[config.mk]
export PLATFORM = sky130hd
export DESIGN_NAME = mem_port_arbiter
export DESIGN_NICKNAME = d
export VERILOG_FILES = /design/src/rtl/mem_port_arbiter.sv
export SDC_FILE = /design/constraint.sdc
export NUM_CORES = 1
export LEC_CHECK = 0
export ABC_AREA = 0
export CAP_MARGIN = 15
export CORE_ASPECT_RATIO = 1.25
export CORE_UTILIZATION = 37
export DETAILED_ROUTE_END_ITERATION = 8
export MAX_ROUTING_LAYER = met4
export PLACE_DENSITY = 0.76
export SETUP_SLACK_MARGIN = 0.3
export SLEW_MARGIN = 30
export SYNTH_ARGS = -nofsm -noshare
export SYNTH_HDL_FRONTEND = slang
export SYNTH_SLANG_ARGS = --single-unit
export TNS_END_PERCENT = 5
[constraint.sdc]
create_clock -name clk -period 1.8 [get_ports clk]
set_input_delay 0.36 -clock clk [delete_from_list [all_inputs] [get_ports clk]]
set_output_delay 0.36 -clock clk [all_outputs]
set_load 0.05 [all_outputs]
[src/rtl/mem_port_arbiter.sv]
// mem_port_arbiter: shares one fixed-latency single-port memory between the
// instruction-fetch and load/store requesters.  Each access runs
// IDLE -> ISSUE -> WAIT -> RESP and ends with a one-cycle ready pulse.
// Data wins over fetch by default; define MEM_ARB_ROUND_ROBIN_EN to alternate
// grants when both requesters collide.
module mem_port_arbiter #(
    parameter int unsigned DATA_WIDTH  = 32,
    parameter int unsigned MEM_LATENCY = 1
) (
    input  logic                  clk,
    input  logic                  rst,
    input  logic                  if_req,
    input  logic [DATA_WIDTH-1:0] if_addr,
    output logic                  if_ready,
    output logic [DATA_WIDTH-1:0] if_rdata,
    input  logic                  d_req,
    input  logic                  d_we,
    input  logic [3:0]            d_be,
    input  logic [DATA_WIDTH-1:0] d_addr,
    input  logic [DATA_WIDTH-1:0] d_wdata,
    output logic                  d_ready,
    output logic [DATA_WIDTH-1:0] d_rdata,
    output logic                  mem_en,
    output logic                  mem_we,
    output logic [3:0]            mem_be,
    output logic [DATA_WIDTH-1:0] mem_addr,
    output logic [DATA_WIDTH-1:0] mem_wdata,
    input  logic [DATA_WIDTH-1:0] mem_rdata,
    output logic                  busy
);

    localparam int unsigned CNT_W = 4;
    localparam int unsigned BE_W  = 4;

    typedef enum logic [1:0] {
        IDLE  = 2'd0,
        ISSUE = 2'd1,
        WAIT  = 2'd2,
        RESP  = 2'd3
    } state_t;

    state_t                state_q, state_d;
    logic [CNT_W-1:0]      cnt_q, cnt_d;
    logic                  gnt_data_q, gnt_data_d;
    logic                  pick_data;
    logic                  mem_we_d;
    logic [BE_W-1:0]       mem_be_d;
    logic [DATA_WIDTH-1:0] mem_addr_d;
    logic [DATA_WIDTH-1:0] mem_wdata_d;
    logic [DATA_WIDTH-1:0] if_rdata_d;
    logic [DATA_WIDTH-1:0] d_rdata_d;

`ifdef MEM_ARB_ROUND_ROBIN_EN
    logic last_data_q;

    // On a collision grant the requester that did not win last time
    assign pick_data = d_req && (!if_req || !last_data_q);

    // Remember which requester received the most recent grant
    always_ff @(posedge clk or negedge rst) begin
        if (!rst) begin
            last_data_q <= 1'b0;
        end else if (state_q == IDLE && (if_req || d_req)) begin
            last_data_q <= pick_data;
        end
    end
`else
    // Load/store belongs to the instruction already in flight, so it wins
    assign pick_data = d_req;
`endif

    // Next-state, access latch and read-data capture
    always_comb begin
        state_d     = state_q;
        cnt_d       = cnt_q;
        gnt_data_d  = gnt_data_q;
        mem_we_d    = mem_we;
        mem_be_d    = mem_be;
        mem_addr_d  = mem_addr;
        mem_wdata_d = mem_wdata;
        if_rdata_d  = if_rdata;
        d_rdata_d   = d_rdata;

        case (state_q)
            IDLE: begin
                if (if_req || d_req) begin
                    gnt_data_d = pick_data;
                    if (pick_data) begin
                        mem_we_d    = d_we;
                        mem_be_d    = d_be;
                        mem_addr_d  = d_addr;
                        mem_wdata_d = d_wdata;
                    end else begin
                        mem_we_d    = 1'b0;
                        mem_be_d    = 4'hF;
                        mem_addr_d  = if_addr;
                        mem_wdata_d = '0;
                    end
                    state_d = ISSUE;
                end
            end
            ISSUE: begin
                cnt_d   = CNT_W'(MEM_LATENCY - 1);
                state_d = WAIT;
            end
            WAIT: begin
                if (cnt_q == '0) begin
                    if (gnt_data_q) begin
                        if (!mem_we) begin
                            d_rdata_d = mem_rdata;
                        end
                    end else begin
                        if_rdata_d = mem_rdata;
                    end
                    state_d = RESP;
                end else begin
                    cnt_d = CNT_W'(cnt_q - 1'b1);
                end
            end
            RESP: begin
                state_d = IDLE;
            end
            default: begin
                state_d = IDLE;
            end
        endcase
    end

    // State register plus registered outputs decoded from the next state
    always_ff @(posedge clk or negedge rst) begin
        if (!rst) begin
            state_q    <= IDLE;
            cnt_q      <= '0;
            gnt_data_q <= 1'b0;
            mem_en     <= 1'b0;
            mem_we     <= 1'b0;
            mem_be     <= '0;
            mem_addr   <= '0;
            mem_wdata  <= '0;
            if_rdata   <= '0;
            d_rdata    <= '0;
            if_ready   <= 1'b0;
            d_ready    <= 1'b0;
            busy       <= 1'b0;
        end else begin
            state_q    <= state_d;
            cnt_q      <= cnt_d;
            gnt_data_q <= gnt_data_d;
            mem_en     <= (state_d == ISSUE);
            mem_we     <= mem_we_d;
            mem_be     <= mem_be_d;
            mem_addr   <= mem_addr_d;
            mem_wdata  <= mem_wdata_d;
            if_rdata   <= if_rdata_d;
            d_rdata    <= d_rdata_d;
            if_ready   <= (state_d == RESP) && !gnt_data_d;
            d_ready    <= (state_d == RESP) && gnt_data_d;
            busy       <= (state_d != IDLE);
        end
    end

endmodule

* Word level (Yosys, flattened, before mapping)
Cells that the tools add are included.
** Storage, ports and cells
- Register bits after elaboration :: 144
- Input port bits :: 137
** Cells by class
- Reduce and logical (&&, ||, !) cells :: 12
- Add/sub/neg operators :: 1
- Muxes and demuxes :: 11
- Equality and inequality tests :: 6
- Bitwise operators :: 2
** Operators with widths (count)
- $mux 32 :: 2
- $mux 4 :: 2
- $pmux 2 s4 :: 1
- $pmux 4 s2 :: 1
- $eq 2x2->1 const B :: 3
- $eq 2x1->1 const B :: 2
- $logic_not 4->1 :: 1
- $mux 2 :: 2
- $reduce_and 2->1 :: 2
- $reduce_and 4->1 :: 1
- $reduce_bool 2->1 :: 2
- $sub 4x1->4 const B :: 1
- $mux 1 :: 3
- $reduce_and 3->1 :: 1
- $logic_and 1x1->1 :: 2
- $logic_not 2->1 :: 1
- $ne 2x2->1 const B :: 1
- $not 1->1 :: 2
- $logic_not 1->1 :: 1
- $logic_or 1x1->1 :: 1

* Longest topological paths before layout
- Word-level depth :: 5
- Mapped depth :: 7
- Mapped depth without buffers :: 6

* Worst setup path after synthesis
OpenSTA, ideal clock, no wires.
- Path type :: reg2reg
- Start :: reg state_q[0]
- End :: reg d_rdata[0]
- Slack :: 0.095 ns
- Setup time :: 0.125 ns
- Data arrival time :: 1.580 ns
- Required time :: 1.675 ns
- Cell stages (with the launch flop) :: 7
- Buffers on the path :: 1
- Cells stage by stage :: dfrtp_1 inv_1 ha_1 and4bb_1 nand3b_4 buf_6 mux2_4
** Between the ends
- Cells in the longest elaborated chain, start to end :: 2
** RTL lines
- start: declaration :: RTL line 42 : state_t state_q, state_d;
- start signal: assignment :: RTL line 146 : state_q <= state_d;
- $eq 2x2->1 :: RTL line 84 : case (state_q)
- $reduce_and 4->1 (no source line)
- end signal: assignment :: RTL line 155 : d_rdata <= d_rdata_d;
- end: declaration :: RTL line 22 : output logic [DATA_WIDTH-1:0] d_rdata,
Every way passes these cells.
A chain may end at the register's enable or synchronous reset.

* Worst setup path after layout
- Start :: reg state_q[0]
- End :: reg d_rdata[4]
The elaborated chain is that of the path after synthesis.

==> reports/metrics.yaml <==
finish:
  syn2layout_area_growth_pct: 70.1
  nets: 851
  drive_gt1_frac: 0.469
  stdcell_area_sq_mm: 0.00990
  diodes: 0
synthesis:
  synth_common_cells: "dfrtp_1, o21ai_0, nand2_1"
  synthesis.instances: 411
  synth.most_common_cell: "dfrtp_1"
  syn_nets: 554
  synth_top_area_frac: 0.619
  mappedNetlistArea_sq_mm: 0.00582
  ys_ff_latch: 144
  synth.avg_cell_area_sq_um: 14.2
  synth_largest_area_cell: "dfrtp_1"
  synth.top_cells.by_area: "dfrtp_1, mux2_4, mux2_2"
  yosysWarningCount: 0
  synth-edff-count: 0
  yosysSeqAreaShare: 0.619
  ys_async_sr_fraction: 1.00
  synth.distinct_cells: 32
  synthFlopType: "dfrtp_1"
global_routing:
  grt_max_degree: 81
  grt_pass1_wl_um: 24700
  grt_usage: 0.206
  antenna_found_initial: 0
  grt_pass1_vias: 4872
  gr-total-overflow: 0
setup_path:
  required_ns: 2.10
  crit_start: "state_q[0]"
  start_kind: "register"
  reg2reg_from: "state_q[0]"
  arrival_ns: 2.08
  end_kind: "register"
  cp_max_fo: 10
  critPathKind: "reg2reg"
clock_tree:
  worstSkewPairLatency_ns: 0.42
  cts_sinks: 144
  cts_tree: "built"
  cts-buffers-inserted: 17
  htree_levels: 4
  clk_pin_slew_worst_paths_ns: 0.06
  root_buffer: "clkbuf_16"
  clockBufferDepth: 2
floorplan:
  die_y_um: 142
  die_area_sq_mm: 0.0162
  die_w_um: 114
  core_area_sq_mm: 0.0151
  fp-row-count: 50
  io_pins: 274
  initial_core_util: 0.384
sta:
  grt_setup_unrepaired: "yes"
  final_hold_viol_count: 0
  min_period_ns: 1.78
  final-max-slew-violation-count: 0
  slew_headroom: 0.621
  period_share: 0.988
  fin_skew_ns: 0.00837
  fin_setup_tns_ns: 0
  fmax_mhz: 562
  worst_hold_slack_ns: 0.343
  finalSetupViolations: 0
  worstMarginPinSlew_ns: 0.568
route:
  postRouteAntennaNets: 0
  drt-met1-wl_um: 6540
  wire_per_inst_um: 17.9
  wl_um: 16600
  via_per_inst: 4.94
  initialDrtViolationCount: 154
  num_vias: 4591
  route.met2.wl_um: 8850
  highest_layer: "met4"
  wl_met3_um: 948
  dr.pass1.iters: 4
  route.detailed.drc: 0
placement:
  placement.io_buffers: 273
  placed_cell_area_sq_mm: 0.00851
  place_congestion: 0.807
  place_hpwl_um: 11200
power:
  ir_worst_vdd_mv: 1.16
  power.density_mw_per_mm2: 2280
  leakagePower_nw: 4.74
status:
  outcome: "finished clean"
job:
  maxCapViolCount: 0
min_path:
  holdCritPathClass: "in2async"
[placed cells by master, fill, tap and decap left out, types with 2 or more instances in the layout]
| master | n |
|---|---|
| mux2_2 | 3 |
| nand2b_1 | 3 |
| inv_2 | 3 |
| o21ai_0 | 6 |
| buf_16 | 2 |
| o21ai_2 | 32 |
| bufinv_16 | 5 |
| mux2i_1 | 32 |
| buf_4 | 153 |
| mux2_4 | 61 |
| nand2_1 | 4 |
| dfrtp_1 | 144 |
| clkdlybuf4s50_1 | 134 |
| nand2_2 | 2 |
| o21ai_1 | 3 |
| a22o_1 | 33 |
| buf_12 | 5 |
| o22a_1 | 4 |
| nand2_4 | 30 |
| clkbuf_16 | 19 |
| ha_1 | 2 |
| buf_6 | 3 |
| inv_1 | 3 |
| clkbuf_8 | 2 |
| ha_4 | 3 |
| nor2_1 | 2 |
| clkinv_4 | 4 |
[final timing paths]
check,endpoint,slack (ns),cells past startpoint
setup / recovery,d_rdata[4],0.02,6
hold reg to reg,mem_addr[30],0.49,2
hold / removal,d_rdata[3],0.34,2
max in group asynchronous,mem_wdata[24],0.89,3
min in group clk,mem_addr[30],0.49,2
setup reg to reg,d_rdata[4],0.02,6
[per-layer routing]
| metal | vias to the layer above | track usage |
|---|---|---|
| met5 | - | - |
| met4 | 0 | 0.0786 |
| met1 | 2287 | 0.225 |
| met2 | 218 | 0.359 |
| li1 | 2060 | - |
| met3 | 26 | 0.0498 |
[critical path, cell delays in order, from the launching register on]
cell and delay [ns]:
dfrtp_1 0.39, inv_2 0.10, ha_4 0.17, and4bb_2 0.28, nand3b_4 0.20, buf_16 0.23, mux2_4 0.30
[state kept, by name, indices dropped and copies added (netlist names)]
| name | count |
|---|---|
| if_rdata | 32 |
| if_ready | 1 |
| gnt_data_q | 1 |
| mem_en | 1 |
| busy | 1 |
| mem_we | 1 |
| d_ready | 1 |
| state_q | 2 |
| mem_wdata | 32 |
| d_rdata | 32 |
| cnt_q | 4 |
| mem_be | 4 |
| mem_addr | 32 |
[repair_timing]
item	4_1_cts	5_1_grt
pin swaps	3	77
hold buffers	1	0
gates cloned	3	0
setup endpoints to repair	131	132
gates resized for setup	10	170
buffers inserted	10	2
hold endpoints to repair	14	0
[cell type report]
type	instances	area, sq um
Clock inverter	12	206
Timing Repair Buffer	302	2760
Tap cell	208	260
Inverter	6	22.5
Clock buffer	20	457
Sequential cell	144	3600
Multi-Input combinational cell	237	2590
Fill cell	1122	5240
[stage by stage]
| step | power (mW) | std cells | util | setup WS (ns) |
|---|---|---|---|---|
| global route | 23.5 | 929 | 0.654 | -0.0260 |
| CTS | 21.3 | 927 | 0.619 | 0.0251 |
| global placement | 16.8 | 881 | 0.562 | 0.0823 |
| finish | 22.6 | 929 | 0.654 | 0.0217 |
| floorplan | 13.4 | 411 | - | 0.187 |
| detailed placement | 17.1 | 881 | 0.562 | 0.0113 |
[power by group]
part / leakage (nW) / switching, mW / internal [mW]
registers: 1.75 / 1.13 / 4.77
logic: 2.67 / 7.90 / 4.85
clock network: 0.321 / 1.38 / 2.55
[kinds of logic after synthesis]
kind of cell / after synthesis / share of synthesized area
compound gates: 83 / 0.0977
flops: 144 / 0.619
fa+ha+maj: 6 / 0.0129
simple gates: 52 / 0.0441
mux: 96 / 0.198
buf+inv: 30 / 0.0275
Power figures use the tool's default switching activity.
